### config.mk
export PLATFORM = sky130hd
export DESIGN_NAME = dut_stim_sequencer
export DESIGN_NICKNAME = d
export VERILOG_FILES = /design/src/rtl/dut_stim_sequencer.sv
export SDC_FILE = /design/constraint.sdc
export NUM_CORES = 1
export LEC_CHECK = 0
export ABC_AREA = 1
export CAP_MARGIN = 20
export CORE_ASPECT_RATIO = 0.5
export CORE_MARGIN = 2
export CORE_UTILIZATION = 50
export DETAILED_ROUTE_END_ITERATION = 12
export HOLD_SLACK_MARGIN = 0.05
export PLACE_DENSITY = 0.7
export SLEW_MARGIN = 20
export SYNTH_ARGS = -nofsm -noshare
export SYNTH_HDL_FRONTEND = slang
export SYNTH_SLANG_ARGS = --single-unit
### constraint.sdc
create_clock -name clk -period 10 [get_ports clk]
set_input_delay 1 -clock clk [delete_from_list [all_inputs] [get_ports clk]]
set_output_delay 1 -clock clk [all_outputs]
set_load 0.03 [all_outputs]
### src/rtl/dut_stim_sequencer.sv
// dut_stim_sequencer: FIFO-fed stimulus engine that applies vectors to a DUT, waits SETTLE
// cycles, and folds each captured y into a 32-bit signature. Define DUT_STIM_SEQUENCER_COMPARE_EN for exp_sig/mismatch.
module dut_stim_sequencer #(
  parameter int IN_W   = 66,
  parameter int OUT_W  = 191,
  parameter int DEPTH  = 16,
  parameter int SETTLE = 1
) (
  input  logic             clk,
  input  logic             rst,
  input  logic             vec_valid,
  output logic             vec_ready,
  input  logic [IN_W-1:0]  vec_data,
  input  logic             start,
  output logic             busy,
  output logic             done,
  output logic [IN_W-1:0]  dut_in,
  input  logic [OUT_W-1:0] dut_out,
  output logic [31:0]      signature,
  output logic [7:0]       vec_count,
`ifdef DUT_STIM_SEQUENCER_COMPARE_EN
  input  logic [31:0]      exp_sig,
  output logic             mismatch,
`endif
  output logic [2:0]       state_dbg
);

  localparam int AW  = $clog2(DEPTH);
  localparam int CW  = (SETTLE > 1) ? $clog2(SETTLE) : 1;
  localparam int NCH = (OUT_W + 31) / 32;

  typedef enum logic [2:0] {
    S_IDLE    = 3'd0,
    S_APPLY   = 3'd1,
    S_SETTLE  = 3'd2,
    S_CAPTURE = 3'd3,
    S_DONE    = 3'd4
  } state_t;

  state_t state_q, state_d;

  // Handshake: a vector is transferred on every rising edge where vec_valid && vec_ready;
  // vec_valid may be raised in any state and vec_ready depends only on FIFO occupancy.
  logic [IN_W-1:0] mem [DEPTH];
  logic [AW-1:0]   wr_ptr, rd_ptr;
  logic [AW:0]     count;
  logic            push, pop, empty, full;

  assign full      = (count == (AW+1)'(DEPTH));
  assign empty     = (count == '0);
  assign vec_ready = !full;
  assign push      = vec_valid && vec_ready;
  assign pop       = (state_q == S_APPLY);

  always_ff @(posedge clk) begin
    if (push) mem[wr_ptr] <= vec_data;
  end

  always_ff @(posedge clk or posedge rst) begin
    if (rst) begin
      wr_ptr <= '0;
      rd_ptr <= '0;
      count  <= '0;
    end else begin
      if (push) wr_ptr <= wr_ptr + 1'b1;
      if (pop)  rd_ptr <= rd_ptr + 1'b1;
      case ({push, pop})
        2'b10:   count <= count + 1'b1;
        2'b01:   count <= count - 1'b1;
        default: count <= count;
      endcase
    end
  end

  // Zero-extend y to whole 32-bit words and XOR the words together.
  logic [NCH*32-1:0] out_ext;
  logic [31:0]       fold_val, sig_next;
  logic [CW-1:0]     settle_cnt;

  assign out_ext = (NCH*32)'(dut_out);

  always_comb begin
    fold_val = '0;
    for (int i = 0; i < NCH; i++) fold_val = fold_val ^ out_ext[i*32 +: 32];
  end

  assign sig_next = {signature[30:0],
                     signature[31] ^ signature[21] ^ signature[1] ^ signature[0]} ^ fold_val;

  always_ff @(posedge clk or posedge rst) begin
    if (rst) state_q <= S_IDLE;
    else     state_q <= state_d;
  end

  always_comb begin
    state_d = state_q;
    case (state_q)
      S_IDLE:    if (start) state_d = empty ? S_DONE : S_APPLY;
      S_APPLY:   state_d = S_SETTLE;
      S_SETTLE:  if (settle_cnt == '0) state_d = S_CAPTURE;
      S_CAPTURE: state_d = empty ? S_DONE : S_APPLY;
      S_DONE:    state_d = S_IDLE;
      default:   state_d = S_IDLE;
    endcase
  end

  assign busy      = (state_q == S_APPLY) || (state_q == S_SETTLE) || (state_q == S_CAPTURE);
  assign done      = (state_q == S_DONE);
  assign state_dbg = state_q;

  always_ff @(posedge clk or posedge rst) begin
    if (rst) begin
      dut_in     <= '0;
      settle_cnt <= '0;
      signature  <= 32'h0000_0001;
      vec_count  <= '0;
    end else begin
      case (state_q)
        S_IDLE: begin
          if (start) begin
            signature <= 32'h0000_0001;
            vec_count <= '0;
          end
        end
        S_APPLY: begin
          dut_in     <= mem[rd_ptr];
          settle_cnt <= CW'(SETTLE - 1);
        end
        S_SETTLE: begin
          if (settle_cnt != '0) settle_cnt <= settle_cnt - 1'b1;
        end
        S_CAPTURE: begin
          signature <= sig_next;
          if (vec_count != 8'hFF) vec_count <= vec_count + 8'd1;
        end
        default: ;
      endcase
    end
  end

`ifdef DUT_STIM_SEQUENCER_COMPARE_EN
  // Signature is already final (and held) during DONE, so it is the value compared.
  always_ff @(posedge clk or posedge rst) begin
    if (rst)                              mismatch <= 1'b0;
    else if (state_q == S_IDLE && start)  mismatch <= 1'b0;
    else if (state_q == S_DONE)           mismatch <= (signature != exp_sig);
  end
`endif

endmodule

======== Word-level counts from Yosys, hierarchy flattened ========
Memories as Yosys holds them, arrays and structs flattened. A register that Yosys moved wholly into a read port is not among the register bits.
Index checks and enable logic that the tools add are counted.
cells by class
  divide/modulo/power cells ............... 0
  shift operators ......................... 0
  bitwise operators ....................... 9
  mux-type cells .......................... 14
  $add $sub $neg .......................... 6
  $lt $le $gt $ge ......................... 0
  $mul .................................... 0
  reductions and logical operators ........ 12
  equality and inequality tests ........... 11
operators with widths
  operator                                                            count
  32-bit XOR                                                          5
  32-bit one-hot mux with 2 select lines                              1
  32-bit two-way mux                                                  1
  32-bit by 31-bit XOR with 32-bit output                             1
  8-bit two-way mux                                                   2
  8-bit one-hot mux with 2 select lines                               1
  3-bit one-hot mux with 4 select lines                               1
  5-bit one-hot mux with 2 select lines                               1
  3-bit two-way mux                                                   3
  4-bit by 1-bit adder with 4-bit output, second input constant       2
  8-bit by 1-bit adder with 8-bit output, second input constant       1
  8-bit != test, second input constant                                1
  3-bit by 2-bit == test with 1-bit output, second input constant     2
  2-bit nonzero test                                                  3
  5-bit by 1-bit adder with 5-bit output, second input constant       1
  5-bit == test, second input constant                                1
  5-bit logical NOT                                                   1
  5-bit by 1-bit subtractor with 5-bit output, second input constant  1
  2-bit != test, second input constant                                2
  2-bit AND reduction                                                 2
  3-bit by 1-bit == test with 1-bit output, second input constant     1
  3-bit == test, second input constant                                1
  3-bit logical NOT                                                   1
  1-bit two-way mux                                                   3
  10 further kinds                                                    13
word-level totals
  register bits after elaboration ......... 57
  ROM bits ................................ 0
  output and inout bits ................... 112
  RAM bits ................................ 1056
  memories kept ........................... 1
  word-level logic and storage cells ...... 60
  input port bits ......................... 261
  latch bits .............................. 0
memories
  memory  depth  width  rd ports  clocked after memory_dff  write ports  line  RTL
  mem     16     66     1         1                         1            44    logic [IN_W-1:0] mem [DEPTH];

======== Longest topological paths before layout ========
Gate-level depths: netlist (run 1).
  word-level depth ........................ 7
  mapped depth ............................ 13
  depth with buffers taken out ............ 13

======== Least setup slack after synthesis (run 1) ========
No wires, ideal clock.
  kind .................................... input-to-reg
  from .................................... in vec_valid
  to ...................................... mem mem[11][0], enable pin
  arrival ................................. 5.651 ns
  setup time .............................. 0.571 ns
  path buffers ............................ 0
  path slack .............................. 3.778 ns
  cell stages on the path ................. 2
  data required time ...................... 9.429 ns
  path through ............................ nand2_1 > nor3_1
between the ends
  longest elaborated chain between the ends .. 3
ends and longest elaborated chain
  what                                     line  RTL
  from (decl)                              11    input logic vec_valid,
  1-bit logical AND                        52    assign push = vec_valid && vec_ready;
  1-bit two-way mux                        56    if (push) mem[wr_ptr] <= vec_data;
  1-bit two-way mux (not written as such)  56
  to (decl)                                44
No other way between the ends.

==> impl_metrics.csv, run 1 <==
group,metric,value,unit
yosys,synth_warnings,0,
clocking,cts-root-buf,"clkbuf_16",
die,initial_core_util,0.503,
global_routing,grt_pass1_vias,32100,
timing,period_share,0.377,
detailed_routing,vias,33300,
detailed_routing,viasPerCell,5.49,
clocking,htreeDepth,3,
detailed_routing,wl_per_cell,20.6,um
placed_design,dp.cells,5873,
placed_design,place_congestion,0.809,
yosys,ys_types,27,
clocking,clockBufferDepth,3,
timing,fmax,265,MHz
layout,drive_gt1_frac,0.0452,
detailed_routing,drtIter0Drc,3594,
clocking,clock_latency,0.72,ns
placed_design,port_buffers,372,
yosys,ys_seq_area_frac,0.709,
power_and_ir_drop,p_per_area,285,nW/um^2
timing,rsz0062_at_grt,"false",
timing,slew_headroom,0.218,
global_routing,grt.total_usage,0.246,
worst_hold_path,worstHoldPathType,"reg2reg",
yosys,postSynthCellCount,4373,
worst_hold_path,worstHoldPathCells,2,
critical_path,cp.arrival,4.42,ns
placed_design,dpl.hpwl,66.4,mm
placed_design,post-place-ws,5.61,ns
layout,finalNonFillerCells,6068,
timing,worst_pin_slew,1.17,ns
clocking,numCtsBuffers,102,
timing,setup_tns,0,ns
global_routing,antenna_found_initial,6,
clocking,clkTransAtPathRegs,0.06,ns
timing,final.setup.worst_slack,6.23,ns
critical_path,crit_required,10.65,ns
layout,finalNetCount,4921,
critical_path,worst-path-max-fanout,85,
timing,final_hold_viol_count,0,
power_and_ir_drop,power,16.3,mW
timing,slew_violations,0,
global_routing,grt_max_degree,189,
detailed_routing,postRouteAntennaNets,0,
power_and_ir_drop,ir_worst_vdd,0.215,mV
clocking,postCtsHoldBufs,0,
global_routing,overflow,0,
layout,syn2layout_area_growth,16.3,%
die,core,97500,sq um
detailed_routing,routed_wl,125,mm
yosys,syn-num-nets,4644,
die,pin_count,373,
critical_path,worstSetupPathType,"reg2reg",
detailed_routing,dr.pass1.iters,5,
critical_path,worstRegToRegCells,10,
timing,finalCriticalPeriod,3.77,ns
die,fp.dieH,225,um
yosys,ys_seq_elements,1178,
critical_path,r2r_setup_slack,6.23,ns
timing,skew,0.0545,ns
timing,finalSetupViolCount,0,
global_routing,grt_pass1_wl,190,mm
critical_path,endpoint_kind,"flop",
status,outcome,"completed",
die,fp.dieW,447,um
clocking,cts.repair.resized,0,
power_and_ir_drop,p_leak,21.6,nW
yosys,syn-mean-instance-area,11.2,sq um
die,die_area,101000,sq um
flow_run,cap_violations,0,
detailed_routing,drc,0,
clocking,cts.sinks,1178,
clocking,cts_tree,"built",
clocking,post_cts_buffers,0,
yosys,synth_area,49000,sq um
critical_path,cp-start-kind,"flop",
die,row_count,81,
-- worst max-delay path: stages (launching register included) --
cell,delay (ns)
dfrtp_4,0.98
buf_4,0.82
buf_4,0.86
nand2_1,0.14
nand3_1,0.14
nand3_1,0.11
nand2_1,0.12
nand2_1,0.07
nand2_1,0.17
nand2_1,0.06
nand2_1,0.08
-- path summary, 6_finish.rpt --
kind                            startpoint    endpoint
worst max register to register   rd_ptr[0]  dut_in[63]
worst max-delay path             rd_ptr[0]  dut_in[63]
worst min-delay path             dut_in[6]   dut_in[6]
worst min register to register   dut_in[6]   dut_in[6]
min in group asynchronous              rst  dut_in[31]
max in group asynchronous              rst   rd_ptr[0]
-- metrics by stage --
step                       util  hold slack, ns  cell area (sq um)
final                     0.585           0.481              57100
after global placement    0.551           0.463              53800
after CTS                 0.585           0.486              57000
after detailed placement  0.551           0.468              53800
after global routing      0.585           0.507              57100
after floorplan               -           0.494              49000
-- synth_stat cells, drive strengths merged --
master	n	area share
xnor2	122	0.022
dfstp	1	0.00054
o21bai	1	0.00015
a21boi	1	0.00015
a21oi	2	0.00020
o22ai	1	0.00013
or2	1	0.00013
xor2	48	0.0086
inv	103	0.0079
o21ai	12	0.0012
nand3	839	0.086
nand2	1776	0.14
dfrtp	121	0.062
nor2	27	0.0021
clkbuf	76	0.0058
edfxtp	1056	0.65
nand4	5	0.00064
ha	10	0.0026
buf	163	0.017
nor3	6	0.00084
a21o	1	0.00015
clkinv	1	0.000076
-- area by class of cell --
| cell class | instances | area [sq um] |
|---|---|---|
| multi-input combinational | 2852 | 12900 |
| antenna | 5 | 12.5 |
| inverter | 104 | 415 |
| timing repair buffer | 412 | 4060 |
| clock buffer | 134 | 2720 |
| sequential | 1178 | 34800 |
| tap | 1328 | 1660 |
| clock inverter | 55 | 512 |
| fill | 7761 | 40400 |
-- kinds of logic after synthesis --
kind of cell | after synthesis | synth area share
XOR/XNOR | 170 | 0.0304
adder cells (fa/ha/maj) | 10 | 0.00255
AO/OA/AOI/OAI | 18 | 0.00202
flip-flops | 1178 | 0.709
AND/OR/NAND/NOR | 2654 | 0.225
buffers and inverters | 343 | 0.0308
-- report_power, final --
group	internal (mW)	switching, mW	leakage [nW]
clock network	2.11	1.78	1.57
registers	6.04	0.363	11.1
logic	1.81	4.16	8.98
-- layer usage --
metal  track usage  wire (um)  part of all wire
met3        0.0453      11400             0.091
met2         0.401      59300              0.47
met1         0.340      51200              0.41
met5             0          0                 0
met4        0.0724       3070             0.025
-- sequential cells by signal, summed over array words and instances (netlist names) --
signal,flops
count,5
dut_in,66
mem,1056
rd_ptr,4
signature,32
state_dbg,3
vec_count,8
wr_ptr,4
-- layout by cell type, fill, tap and decap left out, types with 7 or more instances in the layout --
cell type        count
nand3_1            838
inv_1               95
xor2_1              48
clkbuf_1            27
edfxtp_1          1056
clkinv_1            21
clkinv_2            15
dfrtp_1            117
nand2_1           1776
o21ai_0             12
buf_4               36
ha_1                10
nor2_4              14
bufinv_16            7
clkbuf_16          102
xnor2_1            122
clkdlybuf4s50_1    372
nor2_1              13
Note: power is estimated with default switching activity, not from simulation.
==> run 2: changes to the inputs <==
- PLACE_DENSITY: 0.7 -> 0.73
- clock period: 10 -> 3.3 ns (I/O delays scaled with it)
==> impl_metrics.csv, run 2 (synthesized netlist as in run 1, its figures left out) <==
group,metric,value,unit
power_and_ir_drop,p_switching,19.4,mW
critical_path,cp.arrival,3.18,ns
detailed_routing,postRouteAntennaNets,0,
timing,fmax,359,MHz
detailed_routing,dr.pass1.iters,6,
layout,drive_gt1_frac,0.0549,
clocking,cts-root-buf,"clkbuf_16",
critical_path,timing.rr.end,"mem[6][16]",
critical_path,r2r_setup_slack,0.51,ns
power_and_ir_drop,pwr-share-clk,0.247,
die,pin_count,373,
critical_path,crit_required,3.70,ns
layout,fillers,7502,
critical_path,critical_path.top_delay_family,"simple AND/OR/NAND/NOR gates",
global_routing,grt_pass1_vias,32600,
detailed_routing,drtIter0Drc,3773,
critical_path,worstSetupPathType,"reg2reg",
clocking,cts.sinks,1178,
detailed_routing,vias,33700,
clocking,cts.repair.resized,0,
critical_path,cp-start-kind,"flop",
critical_path,worst-path-max-fanout,17,
global_routing,antenna_found_initial,4,
global_routing,overflow,0,
layout,finalNonFillerCells,6105,
die,core,97500,sq um
power_and_ir_drop,p_per_area,870,nW/um^2
global_routing,grt_pass1_wl,190,mm
power_and_ir_drop,p_leak,22.1,nW
detailed_routing,wl_per_cell,20.6,um
clocking,cts_tree,"built",
die,die_area,101000,sq um
clocking,htreeDepth,3,
timing,period_share,0.845,
clocking,clockBufferDepth,3,
timing,worst_pin_slew,1.02,ns
die,row_count,81,
power_and_ir_drop,ir_worst_vdd,1.40,mV
global_routing,grt.total_usage,0.246,
timing,final.setup.worst_slack,0.513,ns
flow_run,cap_violations,0,
die,fp.dieH,225,um
critical_path,cpMaxStageDelayCell,"nor2_4",
critical_path,cpPeakStageDelay,0.62,ns
critical_path,reg2reg_from,"count[2]",
detailed_routing,routed_wl,126,mm
layout,regMostFlops,"mem",
power_and_ir_drop,swShare,0.383,
timing,final_hold_viol_count,0,
placed_design,dp.cells,5908,
placed_design,dpl.hpwl,69.7,mm
worst_hold_path,worstHoldPathType,"in2async",
clocking,clkTransAtPathRegs,0.06,ns
clocking,numCtsBuffers,104,
timing,finalCriticalPeriod,2.79,ns
power_and_ir_drop,combPwrFrac,0.373,
power_and_ir_drop,p_int,31.2,mW
layout,syn2layout_area_growth,18.4,%
clocking,clock_latency,0.70,ns
clocking,post_cts_buffers,0,
status,outcome,"completed",
layout,largest_register_ff_count,1056,
critical_path,worstRegToRegCells,7,
die,initial_core_util,0.503,
critical_path,crit_path_cell_trace,"inv_1, nand4_1, nand2_1, inv_1, nand2_1, nor2_4, buf_12",
timing,rsz0062_at_grt,"false",
timing,slew_violations,0,
layout,final_common_cell,"nand2_1",
die,fp.dieW,447,um
clocking,postCtsHoldBufs,0,
timing,slew_headroom,0.317,
power_and_ir_drop,seq_power_share,0.380,
placed_design,place_congestion,0.847,
placed_design,post-place-ws,0.367,ns
global_routing,grt_max_degree,158,
layout,largest_registers,"mem x1056, dut_in x66, signature x32",
critical_path,critPathBufInv,3,
detailed_routing,viasPerCell,5.52,
detailed_routing,drc,0,
timing,skew,0.0288,ns
critical_path,endpoint_kind,"flop",
placed_design,port_buffers,372,
layout,layout_common_cells,"nand2_1, edfxtp_1, nand3_1, clkdlybuf4s50_1, xnor2_1",
layout,finalNetCount,4957,
timing,finalSetupViolCount,0,
-- run 2: cell count changes in the layout (fill, tap and decap cells not counted), sizes merged --
cell / change
bufinv: +5
inv: -4
clkbuf: +6
diode: -1
clkinvlp: -2
buf: +34
clkinv: -1
-- run 2: area by class of cell --
cell class,count,area (sq um),share of cell area
clock buffer,140,2870,0.0494
clock inverter,53,631,0.0109
tap,1328,1660,0.0286
sequential,1178,34800,0.599
timing repair buffer,446,4820,0.0830
antenna,4,10.0,0.000172
inverter,104,413,0.00711
multi-input combinational,2852,12900,0.222
-- run 2: metal layers --
| layer | global-route usage | up-vias | routed length (um) |
|---|---|---|---|
| met5 | 0 | - | 0 |
| met3 | 0.0416 | 234 | 11600 |
| met1 | 0.342 | 16300 | 51800 |
| li1 | - | 15500 | - |
| met4 | 0.0753 | 0 | 3440 |
| met2 | 0.398 | 1675 | 58700 |
-- run 2: worst reg2reg max path, cell delays in order (launching register included) --
cell     delay, ns
dfrtp_1       0.41
inv_1         0.10
nand4_1       0.12
nand2_1       0.35
inv_1         0.34
nand2_1       0.29
nor2_4        0.62
buf_12        0.26
-- run 2: per-stage QoR --
| step | hold WS [ns] | instance area, sq um | util | TNS [ns] | power [mW] |
|---|---|---|---|---|---|
| 6_report | 0.116 | 58100 | 0.596 | 0 | 50.5 |
| 5_1_grt | 0.140 | 58100 | 0.596 | 0 | 53.2 |
| 4_1_cts | 0.108 | 58100 | 0.596 | 0 | 50.7 |
| 3_5_place_dp | 0.464 | 54600 | 0.560 | 0 | 38.2 |
| 3_3_place_gp | 0.461 | 54600 | 0.560 | 0 | 37.8 |
| 2_1_floorplan | 0.429 | 49200 | - | -95.94 | 31.6 |
-- run 2: power by group through the flow --
stage	logic [mW]	registers [mW]	clock network [mW]
finish	18.9	19.2	12.5
floorplan	11.3	20.4	0
global route	20.7	19.4	13.2
detailed placement	18.7	19.5	0
global placement	18.3	19.4	0
CTS	18.8	19.2	12.7
-- run 2: how the worst max path moves through the flow --
stage	from	end	slack [ns]	cells past startpoint
floorplan	count[2]	mem[11][0]	-0.73	4
global placement	vec_valid	mem[6][12]	0.40	6
detailed placement	vec_valid	mem[6][15]	0.37	6
CTS	count[2]	mem[6][13]	0.55	7
global route	count[2]	mem[6][13]	0.40	7
finish	count[2]	mem[6][16]	0.51	7
